[src/rtl/uart_tx_arbiter.sv]
// Two-port round-robin arbiter sharing one UART transmitter, with registered
// strobe/data forwarding, per-port busy flags and a burst limit.
module uart_tx_arbiter #(
  parameter int unsigned DATA_W   = 8,
  parameter int unsigned HOLD_MAX = 16
) (
  input  logic              clk,
  input  logic              rst,
  input  logic              req0,
  input  logic              req1,
  input  logic              txena0,
  input  logic              txena1,
  input  logic [DATA_W-1:0] data0,
  input  logic [DATA_W-1:0] data1,
  input  logic              txbusy,
  output logic              gnt0,
  output logic              gnt1,
  output logic              txbusy0,
  output logic              txbusy1,
  output logic              txena,
  output logic [DATA_W-1:0] txdata,
  output logic              err,
  output logic [2:0]        arb_leds
);

  localparam int unsigned CNT_W = $clog2(HOLD_MAX + 1);
  localparam logic [CNT_W-1:0] CNT_MAX = CNT_W'(HOLD_MAX);

  typedef enum logic [1:0] {
    IDLE = 2'd0,
    OWN0 = 2'd1,
    OWN1 = 2'd2
  } state_e;

  state_e              state_q, state_d;
  logic                gnt0_q, gnt0_d;
  logic                gnt1_q, gnt1_d;
  logic                last_q, last_d;
  logic [CNT_W-1:0]    cnt_q, cnt_d;
  logic                txena_q, txena_d;
  logic [DATA_W-1:0]   txdata_q, txdata_d;
  logic                err_q, err_d;

  logic quiet_c;
  logic limit0_c, limit1_c;
  logic accept0_c, accept1_c;

  // Busy also covers the handoff window once the burst limit is hit, so the
  // owner cannot slip in a byte while the grant is being passed over.
  always_comb begin
    quiet_c   = ~txena_q & ~txbusy;
    limit0_c  = (state_q == OWN0) & (cnt_q == CNT_MAX) & req1;
    limit1_c  = (state_q == OWN1) & (cnt_q == CNT_MAX) & req0;
    txbusy0   = ~gnt0_q | txbusy | txena_q | limit0_c;
    txbusy1   = ~gnt1_q | txbusy | txena_q | limit1_c;
    accept0_c = gnt0_q & req0 & txena0 & ~txbusy0;
    accept1_c = gnt1_q & req1 & txena1 & ~txbusy1;
  end

  // Next-state, counter, forwarding and error logic.
  always_comb begin
    state_d  = state_q;
    last_d   = last_q;
    cnt_d    = cnt_q;
    txena_d  = accept0_c | accept1_c;
    txdata_d = txdata_q;
    err_d    = err_q | (txena0 & ~accept0_c) | (txena1 & ~accept1_c);

    if (accept0_c) begin
      txdata_d = data0;
    end else if (accept1_c) begin
      txdata_d = data1;
    end

    case (state_q)
      IDLE: begin
        cnt_d = '0;
        if (req0 & (~req1 | last_q)) begin
          state_d = OWN0;
        end else if (req1) begin
          state_d = OWN1;
        end
      end
      OWN0: begin
        if (quiet_c & (~req0 | ((cnt_q == CNT_MAX) & req1))) begin
          state_d = IDLE;
          last_d  = 1'b0;
          cnt_d   = '0;
        end else if (accept0_c & (cnt_q != CNT_MAX)) begin
          cnt_d = cnt_q + CNT_W'(1);
        end
      end
      OWN1: begin
        if (quiet_c & (~req1 | ((cnt_q == CNT_MAX) & req0))) begin
          state_d = IDLE;
          last_d  = 1'b1;
          cnt_d   = '0;
        end else if (accept1_c & (cnt_q != CNT_MAX)) begin
          cnt_d = cnt_q + CNT_W'(1);
        end
      end
      default: begin
        state_d = IDLE;
        cnt_d   = '0;
      end
    endcase

    // Grant trails entry into ownership by a cycle but drops on the release edge.
    gnt0_d = (state_q == OWN0) & (state_d == OWN0);
    gnt1_d = (state_q == OWN1) & (state_d == OWN1);
  end

  always_ff @(posedge clk or negedge rst) begin
    if (!rst) begin
      state_q  <= IDLE;
      gnt0_q   <= 1'b0;
      gnt1_q   <= 1'b0;
      last_q   <= 1'b1;
      cnt_q    <= '0;
      txena_q  <= 1'b0;
      txdata_q <= '0;
      err_q    <= 1'b0;
    end else begin
      state_q  <= state_d;
      gnt0_q   <= gnt0_d;
      gnt1_q   <= gnt1_d;
      last_q   <= last_d;
      cnt_q    <= cnt_d;
      txena_q  <= txena_d;
      txdata_q <= txdata_d;
      err_q    <= err_d;
    end
  end

  assign gnt0     = gnt0_q;
  assign gnt1     = gnt1_q;
  assign txena    = txena_q;
  assign txdata   = txdata_q;
  assign err      = err_q;
  assign arb_leds = {err_q, gnt1_q, gnt0_q};

endmodule

[config.mk]
export PLATFORM = sky130hd
export DESIGN_NAME = uart_tx_arbiter
export DESIGN_NICKNAME = d
export VERILOG_FILES = /design/src/rtl/uart_tx_arbiter.sv
export SDC_FILE = /design/constraint.sdc
export NUM_CORES = 1
export LEC_CHECK = 0
export BUFFER_PORTS_ARGS = -buffer_cell sky130_fd_sc_hd__buf_2
export CAP_MARGIN = 10
export CORE_UTILIZATION = 50
export DETAILED_ROUTE_END_ITERATION = 8
export GPL_TIMING_DRIVEN = 0
export HOLD_SLACK_MARGIN = 0.03
export PLACE_DENSITY = 0.82
export SLEW_MARGIN = 25
export SYNTH_ARGS = -nofsm -noshare
export SYNTH_HDL_FRONTEND = slang
export SYNTH_SLANG_ARGS = --single-unit
[constraint.sdc]
create_clock -name clk -period 2.79 [get_ports clk]
set_input_delay 0 -clock clk [delete_from_list [all_inputs] [get_ports clk]]
set_output_delay 0 -clock clk [all_outputs]
set_load 0.02 [all_outputs]
Word-level counts from Yosys, hierarchy flattened. Index checks and enable logic that the tools add are counted.

Bits in registers: 20. Bits of input ports: 23. Logic and storage cells: 83.

Add/sub/neg operators: 1. Eq/ne operators: 10. Multiplexer cells: 15. Bitwise gates (word level): 44. Reduce and logical (&&, ||, !) cells: 5.

Operators by type and width (number): AND 1 bit (22); 2-to-1 mux 5 bit (4); 2-to-1 mux 8 bit (2); bitwise OR 1 bit (12); NOT 1 bit (10); case mux 5 bit (2 select lines) (1); 2-to-1 mux 2 bit (4); case mux 2 bit (3 select lines) (1); adder 5 x 1 -> 5 bit, second input constant (1); == test 5 bit, second input constant (1); != test 5 bit, second input constant (1); == test 2 x 1 -> 1 bit, second input constant (2); == test 2 bit, second input constant (2); nonzero test 2 bit (2); != test 3 x 1 -> 1 bit, second input constant (1); != test 3 bit, second input constant (1); AND reduction 3 bit (1); logical NOT 2 bit (1); 2-to-1 mux 1 bit (2); != test 2 x 1 -> 1 bit, second input constant (1); != test 2 bit, second input constant (1); case mux 1 bit (2 select lines) (1); AND reduction 2 bit (1).

Depth between registers and ports, before layout. Gate-level depths: netlist of the first run.

Depth in word-level cells: 10. Gate-level depth with buffers: 9. Mapped depth without buffers: 7.

Worst setup path after synthesis of the first run. OpenSTA, ideal clock, no wires.

Path kind: register -> register. From: register state_q[0]. To: register last_q. Setup time: 0.082 ns. Arrival: 2.041 ns. Data required time: 2.708 ns. Slack: 0.667 ns. Stages on the path, launching flop included: 9. Path buffers: 1. Period minus slack after synthesis: 2.123 ns. Cell sequence: dfrtp_1 inv_1 ha_1 clkbuf_1 a21oi_1 a311o_1 and2_1 o21ai_0 mux2_2.

Elaborated cells between the ends (all ways): 7.

RTL lines: from (decl) (RTL line 35) `state_e state_q, state_d;`; from (signal assigned) (RTL line 124) `state_q <= state_d;`; == test 2 bit / == test 2 x 1 -> 1 bit (equally long branches) (RTL line 75) `case (state_q)`; case mux 1 bit (2 select lines) * (RTL line 75); named net last_d (RTL line 38) `logic last_q, last_d;`; to (signal assigned) (RTL line 127) `last_q <= last_d;`; to (decl) (RTL line 38).

The timed path passes the listed nets; every way through them passes the cells marked *. A chain may end at the register's enable or synchronous reset.

Final worst setup path of the first run.
From: register cnt_q[0]. To: register err_q (netlist: err).

Cells in the longest elaborated chain, start to end: 10. Elaborated cells between the ends (all ways): 17.

RTL lines: from (decl) (RTL line 39) `logic [CNT_W-1:0] cnt_q, cnt_d;`; from (signal assigned) (RTL line 128) `cnt_q <= cnt_d;`; == test 5 bit * (RTL line 52, 53); AND 1 bit (2 in series) (RTL line 52) `limit0_c = (state_q == OWN0) & (cnt_q == CNT_MAX) & req1;`; bitwise OR 1 bit (RTL line 54) `txbusy0 = ~gnt0_q | txbusy | txena_q | limit0_c;`; NOT 1 bit (RTL line 56) `accept0_c = gnt0_q & req0 & txena0 & ~txbusy0;`; AND 1 bit (RTL line 56); NOT 1 bit (RTL line 67) `err_d = err_q | (txena0 & ~accept0_c) | (txena1 & ~accept1_c);`; AND 1 bit (RTL line 67); bitwise OR 1 bit (RTL line 67); bitwise OR 1 bit * (RTL line 67); named net err_d (RTL line 42) `logic err_q, err_d;`; to (signal assigned) (RTL line 131) `err_q <= err_d;`; to (decl) (RTL line 42).

Marked as above.

==> reports/results.md, run 1 <==
* Syn-to-layout area delta: 36.19%
* count of H-tree levels built during CTS: 1
* Period Utilization, post-route: 94.31%
* arrival time at the worst endpoint: 2830 ps
* summed instance area of the synthesized netlist: 0.001255 sq mm
* ratio of routed vias to standard cells: 5.765
* outcome: finished, final reports clean
* number of buffers on the longest clock path: 2
* post-synthesis net count: 162
* routed wire length on met3: 223 microns
* worst voltage drop across the vdd grid: 602.8 uV
* routability-driven placement congestion ratio: 0.9199
* clock edge transition at the registers on the reported setup and hold paths: 110 ps
* worst max-slew margin expressed relative to the limit: 70.14%
* met2 routed WL: 1.825 mm
* sort of element at the end of the critical path: flop
* Clock power frac: 14.1%
* DRT iter0 DRCs: 45
* cell count after synthesis: 133
* largest area contributor in the synthesized netlist: sky130_fd_sc_hd__dfrtp_1
* global-route wire length before repair: 5.892 mm
* total wirelength of the detailed-routed design: 3.555 mm
* count of flip-flops with a built-in enable after synthesis: 0
* switching power summed over all nets: 0.4944 mW
* area of combinational cells with multiple inputs: 668.1 sq um
* Clock Skews: 2.207 ps
* I/O Buffers: 38
* Initial Utilization: 54.63%
* Hold/Removal Path Class: in2async
* CTS Buf Count: 3
* number of antenna violations at the first check in global routing: 0
* switching fraction of total power: 40.54%
* Primary FF master, synth: sky130_fd_sc_hd__dfrtp_1
* final core utilization: 74.40%
* P per Cell Area: 713.5 mW/mm^2
* Top Metal Used: met4
* core area: 0.002297 sq mm
* Total GRT Usage: 30.46%
* WL per Instance: 16.09 microns
* post-synthesis sequential area ratio: 39.98%
* largest cells by area after synthesis: sky130_fd_sc_hd__dfrtp_1, sky130_fd_sc_hd__mux2i_1, sky130_fd_sc_hd__ha_1
* FF-to-FF End: err$_DFF_PN0_
* remaining antenna violation count: 0
* logic depth of the worst register-to-register path: 9
* post-synth cell types: 37
* cell area after placement: 0.001480 sq mm
* routed length on met1: 1.447 mm
* count of yosys warnings during synthesis: 0
* boundary pin count: 40
* Clk Tree Root Cell: sky130_fd_sc_hd__clkbuf_4
* final count of negative-setup-slack endpoints: 0
* final total negative setup slack: 0 ps
* fraction of post-synthesis cell area in the top cell type by area: 37.89%
* kind of critical path: reg2reg
* critical path startpoint: cnt_q[0]$_DFFE_PN0P_
* flip-flop and latch count after synthesis: 20
* combinational power share: 50.8%
* half-perimeter wire length after placement: 2.210 mm
* Peak Freq: 380.1 MHz
* nature of the critical path startpoint: flop
* detailed-router iteration count before antenna repair: 7
* worst skew pair latency: 310 ps
* width of the die: 52.10 microns
* GR Overflow Total: 0
* number of nets in the layout: 223
* total via count in the routed design: 1274
* floorplan die area: 0.002714 sq mm
* Worst Tran Pin Value: 448.0 ps
* number of failing hold endpoints at the final stage: 0
* Post-Layout Inst Area: 0.001709 sq mm
* P_leak: 0.8975 nW
* RSZ-0062 raised after global routing: no
* crit path max fanout: 8
* startpoint of the lowest-slack register-to-register path: cnt_q[0]$_DFFE_PN0P_
* min cycle time layout: 2631 ps
* number of remaining DRC errors: 0
* max-cap violation count: 0
* largest net degree at the start of global routing: 21
* leading cell types by count after synthesis: sky130_fd_sc_hd__dfrtp_1, sky130_fd_sc_hd__nand2_1, sky130_fd_sc_hd__o21ai_0
* mean post-synth cell area: 9.436 sq um
* die boundary height: 52.10 microns
* clock tree from TritonCTS: built
* top-count cell post-synth: sky130_fd_sc_hd__dfrtp_1
* number of pins exceeding their max-slew limit in the final report: 0
* number of global-route vias before repair: 1297
* share of flip-flops with an asynchronous set or reset after synthesis: 100.0%
* postcts setup bufs: 0
* part of the power in registers: 35.1%
* count of antenna diodes in the layout: 0
* layout cells sized above 1: 30.05%
* number of placement rows: 17
* Sequential cell area: 501.7 sq um
* Cell Int Power: 0.7251 mW
* Register-to-Register Setup Slack: 160 ps
* required time reported for the critical path endpoint: 2990 ps
* Num Clock Sinks: 20
* fillcell total: 152
==> worst max-delay path, cell delays in order, from the launching register on <==
cell and delay, ps:
sky130_fd_sc_hd__dfrtp_1 420, sky130_fd_sc_hd__inv_1 60, sky130_fd_sc_hd__ha_1 190, sky130_fd_sc_hd__and4bb_4 230, sky130_fd_sc_hd__a311oi_2 310, sky130_fd_sc_hd__and3_1 180
sky130_fd_sc_hd__buf_2 180, sky130_fd_sc_hd__inv_1 90, sky130_fd_sc_hd__a221o_1 300, sky130_fd_sc_hd__dlygate4sd3_1 560
==> metal layers <==
layer / vias up / global-route usage (%)
met5: - / 0
met4: 0 / 11.71
met3: 10 / 7.018
met2: 65 / 51.71
met1: 603 / 36.99
li1: 596 / -
==> how the worst max path moves through the flow <==
stage | cells past startpoint | slack [ps] | endpoint
6_report | 9 | 160 | err$_DFF_PN0_
5_1_grt | 9 | 20 | err$_DFF_PN0_
4_1_cts | 9 | 170 | txdata[2]$_DFFE_PN0P_
3_5_place_dp | 8 | 400 | last_q$_DFFE_PN1P_
3_3_place_gp | 8 | 480 | last_q$_DFFE_PN1P_
2_1_floorplan | 8 | 670 | last_q$_DFFE_PN1P_
==> cell type report <==
cell class | instances | share of cell area [%]
well taps | 28 | 2.050
repair buffers | 57 | 22.25
flip-flops and latches | 20 | 29.36
plain buffers | 10 | 3.367
clock buffers | 4 | 2.123
inverters | 8 | 1.757
multi-input cells | 94 | 39.09
==> kinds of logic after synthesis <==
kind of cell | after synthesis | share of synthesized area, %
compound gates | 35 | 20.44
fa+ha+maj | 6 | 5.982
buf+inv | 19 | 7.278
flops | 20 | 39.98
mux | 11 | 8.973
simple gates | 42 | 17.35
==> sequential cells by signal, summed over array words and instances (netlist names) <==
signal and count:
cnt_q 5, err 1, state_q 2, last_q 1
gnt1 1, gnt0 1, txdata 8, txena 1
==> power groups by stage <==
stage	Clock, mW	Sequential [mW]	Combinational, mW
5_1_grt	0.189	0.439	0.668
3_3_place_gp	0	0.425	0.499
2_1_floorplan	0	0.487	0.305
4_1_cts	0.175	0.427	0.602
6_report	0.172	0.428	0.619
3_5_place_dp	0	0.431	0.524
==> per-stage QoR <==
step / std cells / setup WS [ps] / power (mW) / hold WS, ps
2_1_floorplan: 133 / 667.0 / 0.7921 / -295.6
3_3_place_gp: 199 / 478.7 / 0.9243 / -36.75
3_5_place_dp: 199 / 400.1 / 0.9555 / -28.59
4_1_cts: 222 / 169.6 / 1.203 / 171.0
5_1_grt: 221 / 21.51 / 1.296 / 189.3
6_report: 221 / 158.9 / 1.220 / 154.4
==> repair_timing <==
action                                  4_1_cts  5_1_grt
hold buffers                                 19        0
hold endpoints to repair                     29        0
resized for setup                             0        1
endpoints found under the setup margin        0        8
==> layout by cell type (no fill, tap or decap), types with 2 or more instances in the layout <==
cell type                       Yosys  layout
sky130_fd_sc_hd__ha_1               6       6
sky130_fd_sc_hd__and4_1             2       2
sky130_fd_sc_hd__o2111a_1           2       2
sky130_fd_sc_hd__clkbuf_4           0       3
sky130_fd_sc_hd__buf_4              4       4
sky130_fd_sc_hd__nor2_1             6       6
sky130_fd_sc_hd__inv_1              8       8
sky130_fd_sc_hd__o21ai_0           12      12
sky130_fd_sc_hd__a211o_1            4       4
sky130_fd_sc_hd__mux2_2             2       2
sky130_fd_sc_hd__and3_1             4       4
sky130_fd_sc_hd__nand3_1            5       5
sky130_fd_sc_hd__nand2b_1           2       2
sky130_fd_sc_hd__dfrtp_1           19      19
sky130_fd_sc_hd__a21oi_2            2       2
sky130_fd_sc_hd__buf_2              4      42
sky130_fd_sc_hd__and2_1             3       3
sky130_fd_sc_hd__nand2_1           16      16
sky130_fd_sc_hd__a2111oi_0          2       2
sky130_fd_sc_hd__clkbuf_1           3       2
sky130_fd_sc_hd__dlygate4sd3_1      0      19
sky130_fd_sc_hd__a21oi_1            2       2
sky130_fd_sc_hd__mux2i_1            9       9
Power figures use the tool's default switching activity.
==> run 2, diff against run 1 <==
==> constraint.sdc (replaced) <==
create_clock -name clk -period 2.79 [get_ports clk]
set_input_delay 0.558 -clock clk [delete_from_list [all_inputs] [get_ports clk]]
set_output_delay 0.558 -clock clk [all_outputs]
set_load 0.02 [all_outputs]
==> run 2 against run 1 <==
Effect of this change:
- maximum frequency rose by 8.5%
- worst hold slack improved by 27 ps
- critical endpoint is now last_q$_DFFE_PN1P_
- critical path type unchanged
- total power fell by 8.2%
==> reports/results.md, run 2 (same netlist as run 1, synthesis figures left out) <==
* number of flip-flops under the largest register name: 8, unchanged
* most common library cell in the layout ignoring fill and taps: sky130_fd_sc_hd__buf_2
* outcome: finished, final reports clean
* part of the power in registers: 38.1%, +3.0 points
* worst path setup slack after routing: 364.9 ps, +206.0 ps
* remaining antenna violation count: 0, unchanged
* floorplan die area: 0.002714 sq mm, unchanged
* Clk Tree Root Cell: sky130_fd_sc_hd__clkbuf_4
* Peak Freq: 412.4 MHz, +8.5%
* switching fraction of total power: 41.41%, +0.86 points
* total wirelength of the detailed-routed design: 2.906 mm, -18%
* boundary pin count: 40, unchanged
* arrival time at the worst endpoint: 2660 ps, -170 ps
* postcts setup bufs: 0, unchanged
* number of remaining DRC errors: 0, unchanged
* number of pins exceeding their max-slew limit in the final report: 0, unchanged
* cell area after placement: 0.001480 sq mm, unchanged
* Clock Skews: 2.376 ps, +0.1687 ps
* I/O Buffers: 38, unchanged
* WL per Instance: 14.32 microns, -11%
* number of failing hold endpoints at the final stage: 0, unchanged
* combinational power share: 46.8%, -4.0 points
* count of instances resized after the clock tree is built: 0, unchanged
* count of antenna diodes in the layout: 0, unchanged
* half-perimeter wire length after placement: 2.210 mm, unchanged
* RSZ-0062 raised after global routing: no
* worst voltage drop across the vdd grid: 495.1 uV, -18%
* final total negative setup slack: 0 ps, unchanged
* required time reported for the critical path endpoint: 3030 ps, +40 ps
* number of nets in the layout: 205, -8.1%
* routability-driven placement congestion ratio: 0.9199, unchanged
* die boundary height: 52.10 microns, unchanged
* worst max-slew margin expressed relative to the limit: 70.53%, +0.40 points
* Post-Layout Inst Area: 0.001516 sq mm, -11%
* DRT iter0 DRCs: 31, -31%
* max-cap violation count: 0, unchanged
* worst skew pair latency: 300 ps, about the same
* kind of critical path: reg2reg
* P_leak: 0.8089 nW, -9.9%
* commonest non-fill, non-tap cells in the layout: sky130_fd_sc_hd__buf_2, sky130_fd_sc_hd__dfrtp_1, sky130_fd_sc_hd__nand2_1
* min cycle time layout: 2425 ps, -206.0 ps
* layout cells sized above 1: 32.57%, +2.5 points
* logic depth of the worst register-to-register path: 8, -1
* number of buffer and inverter instances along the worst setup path: 2, -2
* Sequential cell area: 501.7 sq um, unchanged
* Total Power: 1.120 mW, -8.2%
* final count of negative-setup-slack endpoints: 0, unchanged
* detailed-router iteration count before antenna repair: 4, -3
* CTS Buf Count: 3, unchanged
* FF-to-FF End: last_q$_DFFE_PN1P_
* switching power summed over all nets: 0.4637 mW, -6.2%
* number of global-route vias before repair: 1101, -15%
* total via count in the routed design: 1160, -8.9%
* count of H-tree levels built during CTS: 1, unchanged
* Cell Int Power: 0.6561 mW, -9.5%
* hold-fix buffer count after cts: 0, -19
* Largest delay share family, worst path: compound AO/OA/AOI/OAI gates
* number of antenna violations at the first check in global routing: 0, unchanged
* core area: 0.002297 sq mm, unchanged
* area of combinational cells with multiple inputs: 661.9 sq um, -0.94%
* Clock power frac: 15.1%, +1.0 points
* nature of the critical path startpoint: flop
* P per Cell Area: 738.4 mW/mm^2, +3.5%
* Hold/Removal Path Class: in2async
* GR Overflow Total: 0, unchanged
* critical path's slowest cell: sky130_fd_sc_hd__dfrtp_1
* Total GRT Usage: 24.98%, -5.5 points
* list of cells traversed by the critical path: inv_1 > ha_1 > clkbuf_1 > a21oi_1 > a311o_1 > and2_1 > o21ai_0 > mux2_2
* fillcell total: 205, +35%
* Period Utilization, post-route: 86.92%, -7.4 points
* clock tree from TritonCTS: built
* Initial Utilization: 54.63%, unchanged
* worst setup slack after placement: 400.1 ps, unchanged
* crit path max fanout: 9, +1
* Worst Tran Pin Value: 442.0 ps, -5.982 ps
* width of the die: 52.10 microns, unchanged
* startpoint of the lowest-slack register-to-register path: state_q[0]$_DFF_PN0_
* number of placement rows: 17, unchanged
* Syn-to-layout area delta: 20.84%
* clock edge transition at the registers on the reported setup and hold paths: 110 ps, about the same
* CP peak stage delay: 440 ps, -120 ps
* global-route wire length before repair: 4.947 mm, -16%
* number of buffers on the longest clock path: 2, unchanged
* Num Clock Sinks: 20, unchanged
* ratio of routed vias to standard cells: 5.714, -0.87%
* sort of element at the end of the critical path: flop
* Register-to-Register Setup Slack: 360 ps, +210 ps
* largest net degree at the start of global routing: 21, unchanged
[run 2: cell type report]
cell class | instances | share of cell area [%]
Tap cell | 28 | 2.310
Timing Repair Buffer | 38 | 12.54
Clock buffer | 4 | 2.393
Inverter | 8 | 1.980
Buffer | 11 | 4.043
Sequential cell | 20 | 33.09
Multi-Input combinational cell | 94 | 43.65
[run 2: power by group through the flow]
stage	Combinational, mW	Clock, mW	Sequential (mW)
after floorplan	0.305	0	0.487
after global placement	0.499	0	0.425
after detailed placement	0.524	0	0.431
after CTS	0.525	0.175	0.427
after global routing	0.571	0.186	0.438
final	0.524	0.169	0.426
[run 2: worst max path at each step]
| stage | cells after the start | startpoint | to |
|---|---|---|---|
| 2_1_floorplan | 8 | state_q[0]$_DFF_PN0_ | last_q$_DFFE_PN1P_ |
| 3_3_place_gp | 8 | state_q[0]$_DFF_PN0_ | last_q$_DFFE_PN1P_ |
| 3_5_place_dp | 8 | state_q[0]$_DFF_PN0_ | last_q$_DFFE_PN1P_ |
| 4_1_cts | 8 | state_q[0]$_DFF_PN0_ | last_q$_DFFE_PN1P_ |
| 5_1_grt | 8 | state_q[0]$_DFF_PN0_ | cnt_q[4]$_DFFE_PN0P_ |
| 6_report | 8 | state_q[0]$_DFF_PN0_ | last_q$_DFFE_PN1P_ |
[run 2: per-stage QoR]
stage                     utilization, %  instances  hold WS [ps]
final                              66.01        203         180.9
after global routing               66.01        203         206.4
after CTS                          66.01        203         193.0
after detailed placement           64.43        199         519.6
after global placement             64.43        199         505.8
after floorplan                        -        133         262.4
[run 2: per-layer routing]
layer	vias up	wire length (microns)	track usage [%]
li1	563	-	-
met1	549	1255	32.90
met2	46	1483	41.03
met3	2	149	3.801
met4	0	17	9.459
met5	-	0	0
